### src/rtl/fifo_write_arbiter.sv
// fifo_write_arbiter: round-robin merge of NUM_REQ write requesters onto a single FIFO write port.
// Define ARB_BURST_EN to compile in the burst-lock FSM (up to MAX_BURST back-to-back writes per grant).
module fifo_write_arbiter #(
    parameter int NUM_REQ    = 4,
    parameter int DATA_WIDTH = 8,
    parameter int MAX_BURST  = 4
) (
    input  logic                          w_clk,
    input  logic                          w_rst,
    input  logic [NUM_REQ-1:0]            req,
    input  logic [NUM_REQ*DATA_WIDTH-1:0] req_data,
    input  logic                          w_full,
    output logic [NUM_REQ-1:0]            ack,
    output logic                          w_req,
    output logic [DATA_WIDTH-1:0]         w_data,
    output logic [$clog2(NUM_REQ)-1:0]    grant_id,
    output logic                          busy
);
    localparam int IDX_W = $clog2(NUM_REQ);

    if (NUM_REQ < 2 || NUM_REQ > 8 || MAX_BURST < 1 || MAX_BURST > 16) begin : g_bad_param
        $error("fifo_write_arbiter: NUM_REQ must be 2..8 and MAX_BURST 1..16");
    end

    logic [IDX_W-1:0]   ptr;
    logic [IDX_W-1:0]   winner;
    logic [IDX_W-1:0]   cand;
    logic [NUM_REQ-1:0] elig;
    logic               any_elig;

    function automatic logic [IDX_W-1:0] next_idx(input logic [IDX_W-1:0] i);
        return (i == IDX_W'(NUM_REQ - 1)) ? '0 : i + 1'b1;
    endfunction

    // Scan downward so the candidate closest to ptr is the one left standing.
    always_comb begin
        winner   = ptr;
        cand     = ptr;
        any_elig = 1'b0;
        for (int k = NUM_REQ - 1; k >= 0; k--) begin
            cand = IDX_W'((int'(ptr) + k) % NUM_REQ);
            if (elig[cand]) begin
                winner   = cand;
                any_elig = 1'b1;
            end
        end
    end

    assign w_req = any_elig & ~w_full & w_rst;

    always_comb begin
        ack    = '0;
        w_data = '0;
        if (w_req) begin
            ack[winner] = 1'b1;
            w_data      = req_data[winner*DATA_WIDTH +: DATA_WIDTH];
        end
    end

    always_ff @(posedge w_clk or negedge w_rst) begin
        if (!w_rst) begin
            grant_id <= '0;
        end else if (w_req) begin
            grant_id <= winner;
        end
    end

`ifdef ARB_BURST_EN
    typedef enum logic {IDLE, LOCK} state_t;

    localparam int CNT_W = $clog2(MAX_BURST + 1);

    state_t           state, state_nxt;
    logic [IDX_W-1:0] owner, owner_nxt;
    logic [IDX_W-1:0] ptr_nxt;
    logic [CNT_W-1:0] cnt, cnt_nxt;

    assign elig = (state == LOCK) ? (req & (NUM_REQ'(1) << owner)) : req;
    assign busy = (state == LOCK);

    always_ff @(posedge w_clk or negedge w_rst) begin
        if (!w_rst) begin
            state <= IDLE;
            owner <= '0;
            ptr   <= '0;
            cnt   <= '0;
        end else begin
            state <= state_nxt;
            owner <= owner_nxt;
            ptr   <= ptr_nxt;
            cnt   <= cnt_nxt;
        end
    end

    // A dropped owner request releases the lock even while the FIFO is full.
    always_comb begin
        state_nxt = state;
        owner_nxt = owner;
        ptr_nxt   = ptr;
        cnt_nxt   = cnt;
        case (state)
            IDLE: begin
                if (w_req) begin
                    if (MAX_BURST > 1) begin
                        state_nxt = LOCK;
                        owner_nxt = winner;
                        cnt_nxt   = CNT_W'(1);
                    end else begin
                        ptr_nxt = next_idx(winner);
                    end
                end
            end
            LOCK: begin
                if (!req[owner]) begin
                    state_nxt = IDLE;
                    ptr_nxt   = next_idx(owner);
                    cnt_nxt   = '0;
                end else if (w_req) begin
                    if (cnt == CNT_W'(MAX_BURST - 1)) begin
                        state_nxt = IDLE;
                        ptr_nxt   = next_idx(owner);
                        cnt_nxt   = '0;
                    end else begin
                        cnt_nxt = cnt + 1'b1;
                    end
                end
            end
            default: state_nxt = IDLE;
        endcase
    end
`else
    assign elig = req;
    assign busy = 1'b0;

    always_ff @(posedge w_clk or negedge w_rst) begin
        if (!w_rst) begin
            ptr <= '0;
        end else if (w_req) begin
            ptr <= next_idx(winner);
        end
    end
`endif

endmodule

### config.mk
export PLATFORM = sky130hd
export DESIGN_NAME = fifo_write_arbiter
export DESIGN_NICKNAME = d
export VERILOG_FILES = /design/src/rtl/fifo_write_arbiter.sv
export SDC_FILE = /design/constraint.sdc
export NUM_CORES = 1
export LEC_CHECK = 0
export BUFFER_PORTS_ARGS = -buffer_cell sky130_fd_sc_hd__buf_2
export CORE_MARGIN = 5
export CORE_UTILIZATION = 30
export CTS_CLUSTER_SIZE = 20
export DETAILED_ROUTE_END_ITERATION = 10
export PLACE_DENSITY = 0.71
export SYNTH_ARGS = -nofsm -noshare
export SYNTH_HDL_FRONTEND = slang
export SYNTH_SLANG_ARGS = --single-unit
### constraint.sdc
create_clock -name w_clk -period 2.5 [get_ports w_clk]
set_clock_uncertainty 0.15 [all_clocks]
set_input_delay 0.5 -clock w_clk [delete_from_list [all_inputs] [get_ports w_clk]]
set_output_delay 0.5 -clock w_clk [all_outputs]
set_load 0.02 [all_outputs]
==> results.tsv, run 1 <==
metric	value	unit
share of async-settable or async-resettable flops after synthesis	1.00	
CORE AREA	1920	um^2
number of enable flip-flop cells after synthesis	0	
Worst-Skew Late Latency	0.24	ns
top cells by area, synth	mux2i_1 (27%), dfrtp_1 (17%), ha_1 (8.5%)	
Worst slew margin	0.645	
CTS tree	done	
chip width	54.2	um
violated checks	setup timing	
GP Congestion	0.747	
Slew Viols, Final	0	
vias in the first global route	728	
layout cells sized above 1	0.657	
VDD IR max	0.620	mV
P_leak	0.619	nW
fmax	0.372	GHz
Pre-antenna DRT Iters	4	
Filler cells	172	
gr usage total	0.143	
initial antenna violation count	0	
largest net degree at the start of global routing	11	
Synth Instances	65	
number of diodes	0	
CTS H-Tree Depth	1	
non-filler cells, final	161	
Port Buf Inserts	53	
Seq cells post-synth	4	
Die ar.	2940	um^2
post-synth top area share	0.273	
Worst Tran Pin Value	0.530	ns
Hold/Removal Path Class	in2async	
CP required	1.85	ns
Final #Nets	179	
register area share after synthesis	0.171	
CP endpoint kind	output port	
Synth cell types	26	
initial core utilization	0.305	
via count	746	
DP Area	970	um^2
Avg WL per Cell	13.1	um
final worst-path setup slack	-0.186	ns
Residual DRC	0	
Fin. Hold Viols	0	
Final min period	2.69	ns
sequential cell area	100	um^2
Synth warnings	0	
final setup vio count	11	
Final Instance Area	1110	um^2
Clock Root Buffer	clkbuf_4	
DP HPWL	1.70	mm
Max-cap violations	0	
CTS Hold Buffers Added	0	
CTS sink cnt	4	
largest area contributor in the netlist	mux2i_1	
Critical Path Source Type	flip-flop	
outcome	finished with violations	
Synth top cells by count	mux2i_1 (16), o22ai_1 (8)	
count leader, synth	mux2i_1	
DR vias/cell	4.63	
dpl cells	152	
Synthesized Nets	108	
Num CTS Buffers	3	
area occupied by multi-input gates	498	um^2
Util after Layout	0.580	
ys flop type	dfrtp_1	
first-pass GRT wire length	3.10	mm
Tcrit/Tclk final	1.07	
Pwr Density	746	nW/um^2
crit path max fanout	8	
Post-Route WL	2.11	mm
RSZ-0062 raised after global routing	true	
starting DRC count in detailed routing	15	
Syn Area/Cell	9.03	um^2
total grt overflow	0	
Critical Path AT	2.04	ns
Final ANT Viol Nets	0	
Post-Syn Area	587	um^2
Die Ht	54.2	um
io pins	55	
clock buffer depth	2	
clk slew on worst S/H paths	0.04	ns
worst setup path class	reg2out	
Cell Rows	16	
area delta synth->final	90.0	%
## registers in the layout (all words and copies together), names as in the netlist
signal	flops
grant_id	2
ptr	2
## per-layer routing
layer,share of wire,vias to the layer above,GRT usage
li1,-,383,-
met1,0.40,343,0.179
met2,0.55,18,0.243
met3,0.040,2,0.0436
met4,0.0090,0,0.0207
met5,0,-,0
## final cells by class
| type | count | share of cell area |
|---|---|---|
| multi-input cells | 54 | 0.447 |
| repair buffers | 69 | 0.400 |
| flip-flops and latches | 4 | 0.0898 |
| well taps | 27 | 0.0303 |
| clock buffers | 3 | 0.0202 |
| inverters | 4 | 0.0135 |
## cell families (layout without fill, tap and decap cells)
kind of cell             after synthesis  in the layout  share of synthesized area
AO/OA/AOI/OAI                         15             15                      0.164
adder cells (fa/ha/maj)                4              4                     0.0853
buffers and inverters                  7             76                     0.0789
flip-flops                             4              4                      0.171
multiplexers                          18             18                      0.311
other                                  1              1                    0.00639
AND/OR/NAND/NOR                       16             16                      0.183
## stage by stage
step	setup WS (ns)	total power [mW]	hold slack (ns)	setup TNS, ns
finish	-0.186	0.832	0.0161	-1.59
global route	-0.266	0.896	0.00836	-2.45
CTS	-0.190	0.784	0.00750	-1.53
detailed placement	-0.440	0.633	0.258	-3.67
global placement	-0.287	0.621	0.254	-2.49
floorplan	-0.0185	0.443	0.0544	-0.111
## where the power goes
part,internal (mW),switching (mW)
Sequential,0.0916,0.0202
Clock,0.0539,0.0290
Combinational,0.346,0.291
Total,0.491,0.341
## worst max-delay path, cell delays in order (launching register included)
cell and delay, ns:
dfrtp_1 0.37, and3b_1 0.18, or4_4 0.52, nand2_8 0.12
buf_12 0.13, mux2i_1 0.20, o22ai_1 0.10, buf_4 0.17
## final timing paths
path                                    startpoint                       to  slack [ns]  depth (start not counted)
max                             ptr[1]$_DFFE_PN0P_                w_data[2]       -0.19                          7
max reg2reg                     ptr[1]$_DFFE_PN0P_       ptr[1]$_DFFE_PN0P_        0.55                          5
min                                          w_rst       ptr[1]$_DFFE_PN0P_        0.02                          2
min in group w_clk         grant_id[1]$_DFFE_PN0P_  grant_id[1]$_DFFE_PN0P_        0.36                          1
min reg2reg                grant_id[1]$_DFFE_PN0P_  grant_id[1]$_DFFE_PN0P_        0.36                          1
max in group asynchronous                    w_rst  grant_id[0]$_DFFE_PN0P_        2.09                          2
## layout by cell type, fill, tap and decap left out, types with 2 or more instances in the layout
cell type	Yosys	routed
buf_2	0	45
and2_4	0	2
buf_4	1	18
and2_1	4	2
buf_12	1	2
ha_1	4	3
mux2i_1	16	15
inv_1	4	3
buf_6	0	4
dfrtp_1	4	4
o22ai_1	8	7
clkbuf_4	0	3
mux2_2	2	2
nand2_2	0	2
o21ai_0	3	2
## what timing repair did
item,in CTS,in global routing
pin swaps,4,2
setup buffers,4,2
endpoints found under the hold margin,0,0
gates resized for setup,14,11
endpoints found under the setup margin,12,12
No activity file was read; power rests on OpenSTA's default activity.
==> run 2: changes to the inputs <==
- PLACE_DENSITY: 0.71 -> 0.65
==> run 2 against run 1 <==
Effect of this change: the flow still finishes with violations (setup timing); cell count shrank 3.7%; clock power shrank 3.4%; sequential share of layout area grew 0.51 points; die area is the same; via count grew 1.6%; cell area shrank 5.4%; count of clock-buffer cells in the layout is the same; worst setup slack gained 0.0027 ns; total power shrank 12%; core utilization shrank 3.1 points; critical path type unchanged; largest cell class unchanged.
==> results.tsv, run 2 (synthesis results as in run 1) <==
metric	value	unit
outcome	finished with violations	
violated checks	setup timing	
CTS tree	done	
area occupied by multi-input gates	526	um^2
Util after Layout	0.549	
Tcrit/Tclk final	1.07	
Filler cells	196	
largest net degree at the start of global routing	11	
clock buffer depth	2	
Final ANT Viol Nets	0	
via count	758	
non-filler cells, final	155	
Final min period	2.68	ns
Hold/Removal Path Class	reg2reg	
commonest non-fill, non-tap cells in the layout	buf_2 (48), mux2i_1 (16), buf_4 (8)	
Pre-antenna DRT Iters	4	
most common cell after layout, fill and taps aside	buf_2	
initial core utilization	0.305	
GP Congestion	0.768	
initial antenna violation count	0	
Die Ht	54.2	um
worst setup path class	reg2out	
CP Cell Sequence	and3b_1 > or4_4 > nand2_4 > mux2i_1 > o22ai_1 > buf_2	
Worst slew margin	0.615	
Cell Rows	16	
Port Buf Inserts	53	
P_leak	0.579	nW
dpl cells	148	
DP HPWL	1.64	mm
Die ar.	2940	um^2
hold path start	grant_id[1]$_DFFE_PN0P_	
Critical-path top delay cell	or4_4	
Fin. Hold Viols	0	
Avg WL per Cell	14.1	um
final setup vio count	12	
fmax	0.373	GHz
chip width	54.2	um
Worst-Skew Late Latency	0.23	ns
clk slew on worst S/H paths	0.04	ns
Num CTS Buffers	3	
biggest registers after layout	grant_id x2, ptr x2	
Max-cap violations	0	
starting DRC count in detailed routing	10	
Critical Path Source Type	flip-flop	
crit path max fanout	5	
gr usage total	0.130	
sequential cell area	100	um^2
CORE AREA	1920	um^2
Slew Viols, Final	0	
Pwr Density	694	nW/um^2
DR vias/cell	4.89	
Critical Path AT	2.03	ns
layout cells sized above 1	0.648	
Crit. Startpoint	ptr[1]$_DFFE_PN0P_	
Final Instance Area	1050	um^2
Clock Root Buffer	clkbuf_4	
CP peak stage delay	0.58	ns
CTS H-Tree Depth	1	
Worst Tran Pin Value	0.578	ns
VDD IR max	0.455	mV
CP required	1.85	ns
area delta synth->final	79.7	%
RSZ-0062 raised after global routing	true	
number of diodes	0	
Residual DRC	0	
final worst-path setup slack	-0.183	ns
Final #Nets	173	
CP endpoint kind	output port	
first-pass GRT wire length	2.81	mm
Post-Route WL	2.19	mm
DP Area	915	um^2
total grt overflow	0	
io pins	55	
total power	732	uW
vias in the first global route	635	
R2R Path Start	ptr[1]$_DFFE_PN0P_	
Min Hold Slack	0.373	ns
CTS sink cnt	4	
-- run 2: changes by cell type in the layout (fill, tap and decap cells not counted), sizes merged --
cell         change
buf              -9
nand2            +2
dlygate4sd3      +1
-- run 2: layout make-up --
cell class              instances  share of cell area
flip-flops and latches          4              0.0949
clock buffers                   3              0.0214
repair buffers                 61               0.337
inverters                       4              0.0166
multi-input cells              56               0.498
well taps                      27              0.0320
-- run 2: what timing repair did --
| action | CTS | global route |
|---|---|---|
| resized for setup | 2 | 23 |
| pin swaps | 0 | 2 |
| buffers inserted | 0 | 1 |
| gates cloned | 1 | 1 |
| hold endpoints to repair | 4 | 0 |
| hold buffers | 1 | 0 |
| setup endpoints to repair | 12 | 12 |
-- run 2: stage by stage --
stage | worst slack (ns) | TNS (ns)
after detailed placement | -0.213 | -1.90
final | -0.183 | -1.71
after global placement | -0.203 | -1.85
after CTS | -0.189 | -1.94
after floorplan | -0.0185 | -0.111
after global routing | -0.254 | -2.58
-- run 2: worst paths after layout --
| kind | endpoint | slack [ns] | cells after the start |
|---|---|---|---|
| max in group asynchronous | grant_id[1]$_DFFE_PN0P_ | 1.54 | 2 |
| worst max-delay path | w_data[5] | -0.18 | 6 |
| worst min register to register | grant_id[1]$_DFFE_PN0P_ | 0.37 | 1 |
| worst min-delay path | grant_id[1]$_DFFE_PN0P_ | 0.37 | 1 |
| min in group asynchronous | ptr[0]$_DFFE_PN0P_ | 0.49 | 2 |
| worst max register to register | ptr[1]$_DFFE_PN0P_ | 0.43 | 5 |
-- run 2: critical path, delay by kind of cell (launching register included) --
kind / cells / cell delay [ns]
muxes: 1 / 0.22
buffers and inverters: 1 / 0.17
and+or+nand+nor: 3 / 0.92
AOI/OAI and AO/OA: 1 / 0.10
DFF: 1 / 0.38
-- run 2: power breakdown --
| group | switching, mW | internal [mW] | total (mW) | leakage [nW] |
|---|---|---|---|---|
| combinational | 0.298 | 0.245 | 0.542 | 0.519 |
| clock | 0.0263 | 0.0537 | 0.0800 | 0.0138 |
| sequential | 0.0179 | 0.0918 | 0.110 | 0.0467 |
| total | 0.342 | 0.390 | 0.732 | 0.579 |
-- run 2: routing by layer --
layer | GRT usage | part of all wire
met2 | 0.209 | 0.56
met5 | 0 | 0
met1 | 0.167 | 0.38
met4 | 0.0332 | 0.016
met3 | 0.0409 | 0.039
